===== src/rtl/alu_issue_stage.sv =====
// ---------------------------------------------------------------------------
// alu_issue_stage
//
// Issue stage that sits in front of a 32-bit combinational ALU. Incoming
// commands go into a small in-order FIFO. The FIFO head drives the ALU
// inputs. The ALU result is registered into a valid/ready output slot.
// A command can ask for operand A to be replaced by the previous command's
// result (forwarding). Opcodes 110/111 are flagged as illegal.
//
// Ports
//   clk, rst             clock; synchronous active-high reset
//   cmd_valid/cmd_ready  command handshake
//   cmd_a, cmd_b         32-bit operands
//   cmd_op               3-bit opcode (add, sub, and, or, xor, shl)
//   cmd_fwd              use the previous result as operand A
//   cmd_tag              user tag, returned with the result
//   alu_a/alu_b/alu_op   drive to the external ALU (all zero when empty)
//   alu_result           combinational result from the ALU
//   res_valid/res_ready  result handshake
//   res_data/res_tag     registered result and its tag
//   res_err              illegal opcode; res_data is forced to zero
//   fifo_count           current FIFO occupancy
// ---------------------------------------------------------------------------
module alu_issue_stage #(
  parameter int DEPTH = 4,
  parameter int TAG_W = 4
) (
  input  logic                     clk,
  input  logic                     rst,
  input  logic                     cmd_valid,
  output logic                     cmd_ready,
  input  logic [31:0]              cmd_a,
  input  logic [31:0]              cmd_b,
  input  logic [2:0]               cmd_op,
  input  logic                     cmd_fwd,
  input  logic [TAG_W-1:0]         cmd_tag,
  output logic [31:0]              alu_a,
  output logic [31:0]              alu_b,
  output logic [2:0]               alu_op,
  input  logic [31:0]              alu_result,
  output logic                     res_valid,
  input  logic                     res_ready,
  output logic [31:0]              res_data,
  output logic [TAG_W-1:0]         res_tag,
  output logic                     res_err,
  output logic [$clog2(DEPTH):0]   fifo_count
);

  localparam int PTR_W = $clog2(DEPTH);
  localparam int CNT_W = PTR_W + 1;

  typedef struct packed {
    logic [31:0]      a;
    logic [31:0]      b;
    logic [2:0]       op;
    logic             fwd;
    logic [TAG_W-1:0] tag;
  } cmd_t;

  cmd_t             fifo_mem_q [DEPTH];
  cmd_t             fifo_mem_d [DEPTH];
  logic [PTR_W-1:0] wr_ptr_q, wr_ptr_d;
  logic [PTR_W-1:0] rd_ptr_q, rd_ptr_d;
  logic [CNT_W-1:0] fifo_count_q, fifo_count_d;
  logic             res_valid_q, res_valid_d;
  logic [31:0]      res_data_q, res_data_d;
  logic [TAG_W-1:0] res_tag_q, res_tag_d;
  logic             res_err_q, res_err_d;
  logic [31:0]      last_result_q, last_result_d;

  logic             push;
  logic             cap;
  logic             fifo_empty;
  logic             head_illegal;
  cmd_t             head;

  // A full FIFO refuses commands even when the head pops this cycle, so the
  // ready path never depends on the result-side handshake.
  assign cmd_ready = (fifo_count_q < CNT_W'(DEPTH)) && !rst;

  assign fifo_empty   = (fifo_count_q == '0);
  assign head         = fifo_mem_q[rd_ptr_q];
  assign head_illegal = (head.op > 3'b101);
  assign push         = cmd_valid && cmd_ready;
  assign cap          = !fifo_empty && (!res_valid_q || res_ready);

  // ALU operands come straight from the head entry. Forwarding can use
  // last_result directly because the previous command is always captured
  // before this entry becomes the head.
  always_comb begin
    alu_a  = '0;
    alu_b  = '0;
    alu_op = '0;
    if (!fifo_empty) begin
      alu_a  = head.fwd ? last_result_q : head.a;
      alu_b  = head.b;
      alu_op = head.op;
    end
  end

  // Next-state logic for the FIFO, the result slot and the forwarding register.
  always_comb begin
    fifo_mem_d    = fifo_mem_q;
    wr_ptr_d      = wr_ptr_q;
    rd_ptr_d      = rd_ptr_q;
    fifo_count_d  = fifo_count_q;
    res_valid_d   = res_valid_q;
    res_data_d    = res_data_q;
    res_tag_d     = res_tag_q;
    res_err_d     = res_err_q;
    last_result_d = last_result_q;

    if (push) begin
      fifo_mem_d[wr_ptr_q] = '{a: cmd_a, b: cmd_b, op: cmd_op, fwd: cmd_fwd, tag: cmd_tag};
      wr_ptr_d             = wr_ptr_q + 1'b1;
    end

    if (cap) begin
      res_valid_d   = 1'b1;
      res_data_d    = head_illegal ? 32'd0 : alu_result;
      res_tag_d     = head.tag;
      res_err_d     = head_illegal;
      last_result_d = alu_result;
      rd_ptr_d      = rd_ptr_q + 1'b1;
    end else if (res_valid_q && res_ready) begin
      res_valid_d = 1'b0;
    end

    case ({push, cap})
      2'b10:   fifo_count_d = fifo_count_q + 1'b1;
      2'b01:   fifo_count_d = fifo_count_q - 1'b1;
      default: fifo_count_d = fifo_count_q;
    endcase
  end

  // Control and result registers; reset discards all queued and held work.
  always_ff @(posedge clk) begin
    if (rst) begin
      wr_ptr_q      <= '0;
      rd_ptr_q      <= '0;
      fifo_count_q  <= '0;
      res_valid_q   <= 1'b0;
      res_data_q    <= '0;
      res_tag_q     <= '0;
      res_err_q     <= 1'b0;
      last_result_q <= '0;
    end else begin
      wr_ptr_q      <= wr_ptr_d;
      rd_ptr_q      <= rd_ptr_d;
      fifo_count_q  <= fifo_count_d;
      res_valid_q   <= res_valid_d;
      res_data_q    <= res_data_d;
      res_tag_q     <= res_tag_d;
      res_err_q     <= res_err_d;
      last_result_q <= last_result_d;
    end
  end

  // FIFO storage needs no reset: entries are only read once the count says
  // they were written.
  always_ff @(posedge clk) begin
    fifo_mem_q <= fifo_mem_d;
  end

  assign res_valid  = res_valid_q;
  assign res_data   = res_data_q;
  assign res_tag    = res_tag_q;
  assign res_err    = res_err_q;
  assign fifo_count = fifo_count_q;

endmodule


===== config.mk =====
export PLATFORM = sky130hd
export DESIGN_NAME = alu_issue_stage
export DESIGN_NICKNAME = d
export VERILOG_FILES = /design/src/rtl/alu_issue_stage.sv
export SDC_FILE = /design/constraint.sdc
export NUM_CORES = 1
export LEC_CHECK = 0
export ABC_CLOCK_PERIOD_IN_PS = 6500
export BUFFER_PORTS_ARGS = -buffer_cell sky130_fd_sc_hd__buf_4
export CORE_ASPECT_RATIO = 0.6
export CORE_MARGIN = 2
export CORE_UTILIZATION = 29
export DETAILED_ROUTE_END_ITERATION = 7
export SETUP_SLACK_MARGIN = 0.02
export SLEW_MARGIN = 30
export SYNTH_ARGS = -nofsm -noshare
export SYNTH_HDL_FRONTEND = slang
export SYNTH_SLANG_ARGS = --single-unit

===== constraint.sdc =====
create_clock -name clk -period 6.5 [get_ports clk]
set_input_delay 0.65 -clock clk [delete_from_list [all_inputs] [get_ports clk]]
set_output_delay 0.65 -clock clk [all_outputs]
set_load 0.05 [all_outputs]

==> flow_summary.yaml, run 1 <==
sta:
  max_freq_ghz: 0.247
  worst_pin_slew_ns: 0.881
  fin_setup_tns_ns: 0
  slew_headroom_pct: 41.3
  min_period_ns: 4.05
  fin_skew_ns: 0.0145
  setup_violations: 0
  slew_viol_final: 0
  period_share_pct: 62.3
  hold_slack_ns: 0.318
  rsz0062_at_grt: "no"
  hold_viol: 0
pwr:
  power_leakage_nw: 6.16
  power_mw: 8.93
  power-per-cell-area_nw_per_um2: 496
  peakVddDrop_v: 0.000265
detailed_routing:
  vias: 8193
  avgRoutedWirePerCell_microns: 20.7
  avgViaCountPerCell: 4.72
  antenna_left: 0
  finalWirelength_microns: 35900
  drt_iter0_markers: 503
  drc: 0
  dr.pass1.iters: 5
clocking:
  cts_setup_buffers: 0
  tritoncts: "yes"
  clock_path_buffers: 3
  insertion_delay_ns: 0.53
  cts_resized: 0
  cts.root.buffer_cell: "clkbuf_16"
  h-tree-depth: 2
  ctsHoldBuffers: 0
  cts-buffers-inserted: 37
  cts.clk_slew.worst_paths_ns: 0.06
  clock-sinks: 365
yosys:
  synth-async-reset-ratio_pct: 0
  yosysTopAreaCellShare_pct: 59.3
  synth.avg_cell_area_sq_um: 17.0
  synth.distinct_cells: 32
  ys_seq_elements: 365
  synth_edf_count: 288
  yosys.area.top_type: "edfxtp_1"
  synth_flop_cell: "edfxtp_1"
  syn_nets: 973
  syn_inst: 859
  synth_warnings: 0
  synth_common_cells: "288 x edfxtp_1, 77 x dfxtp_1, 72 x mux4_2"
  yosysMostFrequentCell: "edfxtp_1"
  synth_area_leaders: "edfxtp_1 59%, mux4_2 11%, dfxtp_1 11%"
  synth_area_sq_um: 14600
  yosysSeqAreaShare_pct: 69.9
layout:
  nNetsFinal: 1172
  antenna_cells: 0
  area_growth_pct: 23.5
  drive_above_1_share_pct: 36.9
  fill_cells: 4647
  instances_no_fill: 1735
die:
  ios: 217
  dieHeight_microns: 178
  rows: 63
  initial_core_util_pct: 29.5
  die_area_sq_um: 52100
  die_x_microns: 293
  core_sq_um: 49500
placed_design:
  placed_cells: 1669
  io_buffers: 216
  globalplace.congestion: 0.715
  dp_hpwl_microns: 22800
global_route:
  grt-ovfl-total: 0
  met2_usage_pct: 21.5
  groute.usage.overall_pct: 13.5
  antenna_found_initial: 2
  grt_max_degree: 72
  grt_pass1_vias: 8407
  grtUsageMet3_pct: 3.16
  grt_pass1_wl_microns: 53100
  met1_usage_pct: 19.0
  grt.busiest_layer: "met2"
worst_hold_path:
  hold_path_class: "primary input to flop"
setup_path:
  cp.required_ns: 5.85
  critPathMaxFanout: 28
  worst_setup_path_start_kind: "flop"
  arrival_ns: 3.40
  end_kind: "output pin"
  critPathKind: "flop to output pin"
run:
  maxCapViolCount: 0
status:
  outcome: "finished clean"
-- state kept, by name, summed over array words and instances (netlist names) --
name           flops
rd_ptr_q           2
res_err            1
fifo_count         3
res_valid          1
res_data          32
last_result_q     32
wr_ptr_q           2
fifo_mem_q       288
res_tag            4
-- area by class of cell --
class / instances / area (sq um) / area share, %
clock buffer: 43 / 948 / 5.27
clock inverter: 23 / 226 / 1.26
inverter: 39 / 146 / 0.813
multi-input combinational: 384 / 3940 / 21.9
sequential: 365 / 10200 / 56.6
tap: 650 / 813 / 4.52
timing repair buffer: 231 / 1730 / 9.63
-- metal layers --
layer,share of wire (%),vias up
met5,0.075,-
met4,1.5,4
met3,5.2,51
met2,47,188
met1,46,4209
li1,-,3741
-- path summary, 6_finish.rpt --
kind / from / endpoint / slack [ns] / cells after the start
min: cmd_a[7] / fifo_mem_q[119]$_DFFE_PP_ / 0.32 / 1
max reg2reg: fifo_count[2]$_SDFFE_PP0P_ / fifo_count[2]$_SDFFE_PP0P_ / 3.68 / 10
max: rd_ptr_q[0]$_SDFFE_PP0P_ / alu_a[12] / 2.45 / 6
min reg2reg: res_data[0]$_SDFFE_PP0P_ / res_data[0]$_SDFFE_PP0P_ / 0.48 / 2
-- placed cells by master, fill, tap and decap left out, types with 35 or more instances in the layout --
| cell type | instances |
|---|---|
| dfxtp_1 | 75 |
| clkbuf_16 | 37 |
| o21ai_0 | 39 |
| a21oi_1 | 42 |
| buf_4 | 231 |
| and2_1 | 35 |
| mux4_2 | 72 |
| nand3_1 | 37 |
| inv_1 | 38 |
| edfxtp_1 | 288 |
| nor2_1 | 37 |
-- metrics by stage --
stage               instance area [sq um]  util, %  worst slack [ns]
CTS                                 18000     36.4              2.23
finish                              18000     36.4              2.45
floorplan                           14600        -              3.33
global placement                    16800     34.0              2.79
global route                        18000     36.4              2.09
detailed placement                  16800     34.0              2.82
-- power breakdown --
group / internal (mW) / total (mW) / switching, mW
clock: 1.18 / 2.08 / 0.905
combinational: 1.28 / 3.86 / 2.58
sequential: 2.79 / 2.98 / 0.191
total: 5.25 / 8.93 / 3.68
-- worst max-delay path, stage by stage, from the launching register on --
cell     delay (ns)
dfxtp_4        0.69
buf_4          0.54
buf_4          0.58
mux4_2         0.62
mux2i_1        0.15
nor2_1         0.06
buf_4          0.21
-- cells by family (layout without fill, tap and decap cells) --
| group | after synthesis | count (layout) | share of synthesized area, % |
|---|---|---|---|
| AOI/OAI and AO/OA | 115 | 115 | 6.35 |
| xor gates and xnor gates | 3 | 3 | 0.180 |
| adders and majority gates | 6 | 6 | 0.566 |
| buffers and inverters | 110 | 336 | 3.40 |
| DFF | 365 | 365 | 69.9 |
| muxes | 104 | 104 | 13.3 |
| and+or+nand+nor | 156 | 156 | 6.30 |
Note: power is estimated with default switching activity, not from simulation.
==> inputs of run 2 (changes only) <==
--- a/config.mk
+++ b/config.mk
@@ -5,7 +5,7 @@
 export SDC_FILE = /design/constraint.sdc
 export NUM_CORES = 1
 export LEC_CHECK = 0
-export ABC_CLOCK_PERIOD_IN_PS = 6500
+export ABC_CLOCK_PERIOD_IN_PS = 3800
 export BUFFER_PORTS_ARGS = -buffer_cell sky130_fd_sc_hd__buf_4
 export CORE_ASPECT_RATIO = 0.6
 export CORE_MARGIN = 2
==> constraint.sdc (replaced) <==
create_clock -name clk -period 3.8 [get_ports clk]
set_input_delay 0.38 -clock clk [delete_from_list [all_inputs] [get_ports clk]]
set_output_delay 0.38 -clock clk [all_outputs]
set_load 0.05 [all_outputs]
==> flow_summary.yaml, run 2 (synthesis gave the netlist of run 1 again) <==
die:
  die_area_sq_um: 52100
  die_x_microns: 293
  dieHeight_microns: 178
  rows: 63
  core_sq_um: 49500
  initial_core_util_pct: 29.5
  ios: 217
setup_path:
  critPathKind: "flop to output pin"
  worst_setup_path_start_kind: "flop"
  worst-r2r-cell-count: 4
  critPathMaxFanout: 34
  startpoint: "rd_ptr_q[0]$_SDFFE_PP0P_"
  end_kind: "output pin"
  cp_slowest_cell: "buf_4"
  worst_r2r_endpoint: "res_data[24]$_SDFFE_PP0P_"
  worst_path_most_repeated_cell: "buf_4"
  cpPeakStageDelay_ns: 0.67
  crit_end: "alu_a[27]"
  crit_chain: "buf_4 > mux4_2 > mux2i_1 > nor2_1 > buf_4"
  arrival_ns: 2.93
  r2r_setup_slack_ns: 1.39
  cp.required_ns: 3.42
  r2r_start: "rd_ptr_q[0]$_SDFFE_PP0P_"
status:
  outcome: "finished clean"
clocking:
  clock-sinks: 365
  cts.clk_slew.worst_paths_ns: 0.06
  cts.root.buffer_cell: "clkbuf_16"
  insertion_delay_ns: 0.53
  h-tree-depth: 2
  clock_path_buffers: 3
  cts-buffers-inserted: 38
  tritoncts: "yes"
  ctsHoldBuffers: 0
  cts_setup_buffers: 0
  cts_resized: 0
layout:
  final_area_sq_um: 18200
  area_growth_pct: 24.7
  layout_commonest_cell: "edfxtp_1"
  largest_register: "fifo_mem_q"
  mostFrequentLayoutCells: "288 x edfxtp_1, 234 x buf_4, 75 x dfxtp_1, 72 x mux4_2, 42 x a21oi_1"
  multiInputGateArea_sq_um: 3940
  antenna_cells: 0
  fill_cells: 4647
  largest_reg_flops: 288
  nNetsFinal: 1181
  drive_above_1_share_pct: 37.5
  seqCellArea_sq_um: 10200
global_route:
  grt_pass1_vias: 8454
  antenna_found_initial: 0
  grt-ovfl-total: 0
  groute.usage.overall_pct: 14.0
  grt_max_degree: 75
  grt_pass1_wl_microns: 54400
detailed_routing:
  drc: 0
  avgRoutedWirePerCell_microns: 21.2
  drt_iter0_markers: 579
  finalWirelength_microns: 37100
  avgViaCountPerCell: 4.76
  dr.pass1.iters: 4
  antenna_left: 0
  vias: 8323
placed_design:
  dp_hpwl_microns: 23500
  globalplace.congestion: 0.685
  place_ws_ns: 0.960
  io_buffers: 216
  placed_area_sq_um: 16900
sta:
  period_share_pct: 87.1
  hold_viol: 0
  max_freq_ghz: 0.302
  hold_slack_ns: 0.0397
  setup_slack_ns: 0.491
  setup_violations: 0
  min_period_ns: 3.31
  slew_headroom_pct: 42.3
  fin_setup_tns_ns: 0
  rsz0062_at_grt: "no"
  fin_skew_ns: 0.0208
  worst_pin_slew_ns: 0.866
  slew_viol_final: 0
worst_hold_path:
  hold_path_class: "primary input to flop"
pwr:
  power_leakage_nw: 6.25
  power-per-cell-area_nw_per_um2: 852
  power_mw: 15.5
  peakVddDrop_v: 0.000426
run:
  maxCapViolCount: 0
-- run 2: routing by layer --
metal | GRT usage, % | share of wire, %
met1 | 19.5 | 45
met2 | 22.8 | 48
met3 | 2.94 | 4.8
met4 | 2.85 | 1.5
met5 | 0 | 0
-- run 2: power breakdown --
part	internal, mW	total (mW)	switching, mW
Combinational	2.21	6.72	4.51
Clock	2.15	3.71	1.56
Sequential	4.77	5.07	0.294
Total	9.14	15.5	6.36
-- run 2: layout make-up --
cell class,instances,share of cell area [%]
clock buffer,48,5.67
clock inverter,22,1.15
inverter,39,0.805
multi-input combinational,384,21.6
sequential,365,56.1
tap,650,4.47
timing repair buffer,239,10.2
-- run 2: stage by stage --
step	instances	util, %
after CTS	1747	36.7
after floorplan	859	-
after global routing	1747	36.7
final	1747	36.7
after global placement	1677	34.2
after detailed placement	1677	34.2
-- run 2: critical path: cells and delay by family, from the launching register on --
kind                   cells  cell delay, ns
buffers and inverters      2            0.90
multiplexers               2            0.77
flip-flops                 1            0.60
AND/OR/NAND/NOR            1            0.08
-- run 2: worst min path at each step --
stage	startpoint	to	slack, ns	cells after the start
floorplan	last_result_q[0]$_SDFFE_PP0P_	last_result_q[0]$_SDFFE_PP0P_	0.45	2
global placement	last_result_q[18]$_SDFFE_PP0P_	last_result_q[18]$_SDFFE_PP0P_	0.46	2
detailed placement	last_result_q[14]$_SDFFE_PP0P_	last_result_q[14]$_SDFFE_PP0P_	0.47	2
CTS	cmd_b[18]	fifo_mem_q[98]$_DFFE_PP_	0.002	1
global route	cmd_b[18]	fifo_mem_q[242]$_DFFE_PP_	0.01	1
finish	cmd_b[18]	fifo_mem_q[98]$_DFFE_PP_	0.04	1
==> inputs of run 3 (changes only) <==
--- a/config.mk
+++ b/config.mk
@@ -11,6 +11,7 @@
 export CORE_MARGIN = 2
 export CORE_UTILIZATION = 29
 export DETAILED_ROUTE_END_ITERATION = 7
+export REMOVE_ABC_BUFFERS = 1
 export SETUP_SLACK_MARGIN = 0.02
 export SLEW_MARGIN = 30
 export SYNTH_ARGS = -nofsm -noshare
==> flow_summary.yaml, run 3 (synthesis gave the netlist of run 1 again) <==
status:
  outcome: "finished clean"
layout:
  largest_reg_flops: 288
  mostFrequentLayoutCells: "288 x edfxtp_1, 228 x buf_4, 75 x dfxtp_1, 72 x mux4_2, 42 x a21oi_1"
  nNetsFinal: 1175
  largest_register: "fifo_mem_q"
  area_growth_pct: 24.2
  fin_util_pct: 36.6
  layout_commonest_cell: "edfxtp_1"
  drive_above_1_share_pct: 36.9
  final_area_sq_um: 18100
  antenna_cells: 0
  fill_cells: 4641
  seqCellArea_sq_um: 10200
  multiInputGateArea_sq_um: 3940
global_route:
  grt-ovfl-total: 0
  grt_pass1_wl_microns: 52300
  groute.usage.overall_pct: 13.4
  grt_max_degree: 75
  grt_pass1_vias: 8542
  antenna_found_initial: 1
sta:
  min_period_ns: 3.13
  setup_violations: 0
  period_share_pct: 82.4
  fin_setup_tns_ns: 0
  rsz0062_at_grt: "no"
  worst_pin_slew_ns: 0.919
  hold_slack_ns: 0.0440
  slew_viol_final: 0
  slew_headroom_pct: 38.7
  hold_viol: 0
  max_freq_ghz: 0.319
  fin_skew_ns: 0.0240
pwr:
  peakVddDrop_v: 0.000543
  power-per-cell-area_nw_per_um2: 850
  power_leakage_nw: 6.21
  power_mw: 15.4
setup_path:
  crit_buf_inv: 2
  critical-path-top-delay-family: "buffers and inverters"
  cpPeakStageDelay_ns: 0.78
  cp.required_ns: 3.42
  worst_path_most_repeated_cell: "buf_4"
  critPathKind: "flop to output pin"
  cp_slowest_cell: "dfxtp_4"
  crit_chain: "buf_4 > mux4_2 > mux2i_1 > nor2_1 > buf_4"
  worst_setup_path_start_kind: "flop"
  critPathMaxFanout: 41
  end_kind: "output pin"
  arrival_ns: 2.75
placed_design:
  globalplace.congestion: 0.713
  placed_area_sq_um: 16900
  dp_hpwl_microns: 21300
  io_buffers: 216
clocking:
  h-tree-depth: 2
  cts_resized: 0
  clock_path_buffers: 3
  cts_setup_buffers: 0
  clock-sinks: 365
  tritoncts: "yes"
  ctsHoldBuffers: 0
  cts.root.buffer_cell: "clkbuf_16"
  cts.clk_slew.worst_paths_ns: 0.06
  insertion_delay_ns: 0.53
  cts-buffers-inserted: 37
detailed_routing:
  antenna_left: 0
  avgViaCountPerCell: 4.74
  dr.pass1.iters: 5
  vias: 8245
  drt_iter0_markers: 477
  drc: 0
  finalWirelength_microns: 35300
  avgRoutedWirePerCell_microns: 20.3
die:
  rows: 63
  die_area_sq_um: 52100
  dieHeight_microns: 178
  initial_core_util_pct: 29.5
  die_x_microns: 293
  core_sq_um: 49500
  ios: 217
run:
  maxCapViolCount: 0
worst_hold_path:
  hold_path_class: "primary input to flop"
==> run 3: cell count changes in the layout (fill, tap and decap cells not counted), moves of 2 or more <==
| cell | change |
|---|---|
| clkinv_2 | -2 |
| clkbuf_1 | +2 |
| clkbuf_16 | -3 |
| clkinv_4 | +2 |
| clkbuf_8 | +4 |
| clkinv_8 | +2 |
| inv_6 | -2 |
| clkinvlp_4 | -2 |
| buf_4 | -6 |
==> run 3: report_power, final <==
group	internal, mW	switching [mW]	leakage (nW)
sequential	4.77	0.271	3.25
clock	2.03	1.54	0.576
combinational	2.24	4.55	2.39
==> run 3: path summary, 6_finish.rpt <==
kind / start / to / slack [ns] / depth (start not counted)
worst min-delay path: cmd_b[12] / fifo_mem_q[236]$_DFFE_PP_ / 0.04 / 1
worst max-delay path: rd_ptr_q[1]$_SDFFE_PP0P_ / alu_a[31] / 0.67 / 5
worst max register to register: rd_ptr_q[1]$_SDFFE_PP0P_ / res_data[5]$_SDFFE_PP0P_ / 1.22 / 4
worst min register to register: last_result_q[15]$_SDFFE_PP0P_ / last_result_q[15]$_SDFFE_PP0P_ / 0.47 / 2
==> run 3: layer usage <==
layer,share of wire [%],routed length [microns],GRT usage [%],vias to the layer above
li1,-,-,-,3770
met1,45,15700,18.2,4208
met3,6.2,2190,3.14,44
met2,48,16800,21.9,221
met5,0.037,13,0,-
met4,1.6,549,2.76,2
==> run 3: final cells by class <==
class | count | area share, %
Sequential cell | 365 | 56.3
Multi-Input combinational cell | 384 | 21.8
Timing Repair Buffer | 234 | 10.1
Clock buffer | 51 | 5.62
Tap cell | 650 | 4.49
Clock inverter | 17 | 0.891
Inverter | 39 | 0.808
==> run 3: per-stage QoR <==
stage	worst slack (ns)	cells
2_1_floorplan	-3.61	788
3_5_place_dp	1.17	1672
6_report	0.669	1740
5_1_grt	0.444	1740
3_3_place_gp	1.16	1672
4_1_cts	0.550	1740
==> run 3: worst reg2reg max path, stage by stage, from the launching register on <==
cell	delay [ns]
dfxtp_4	0.78
mux4_2	0.37
and2_2	0.70
buf_4	0.42
o32ai_2	0.15
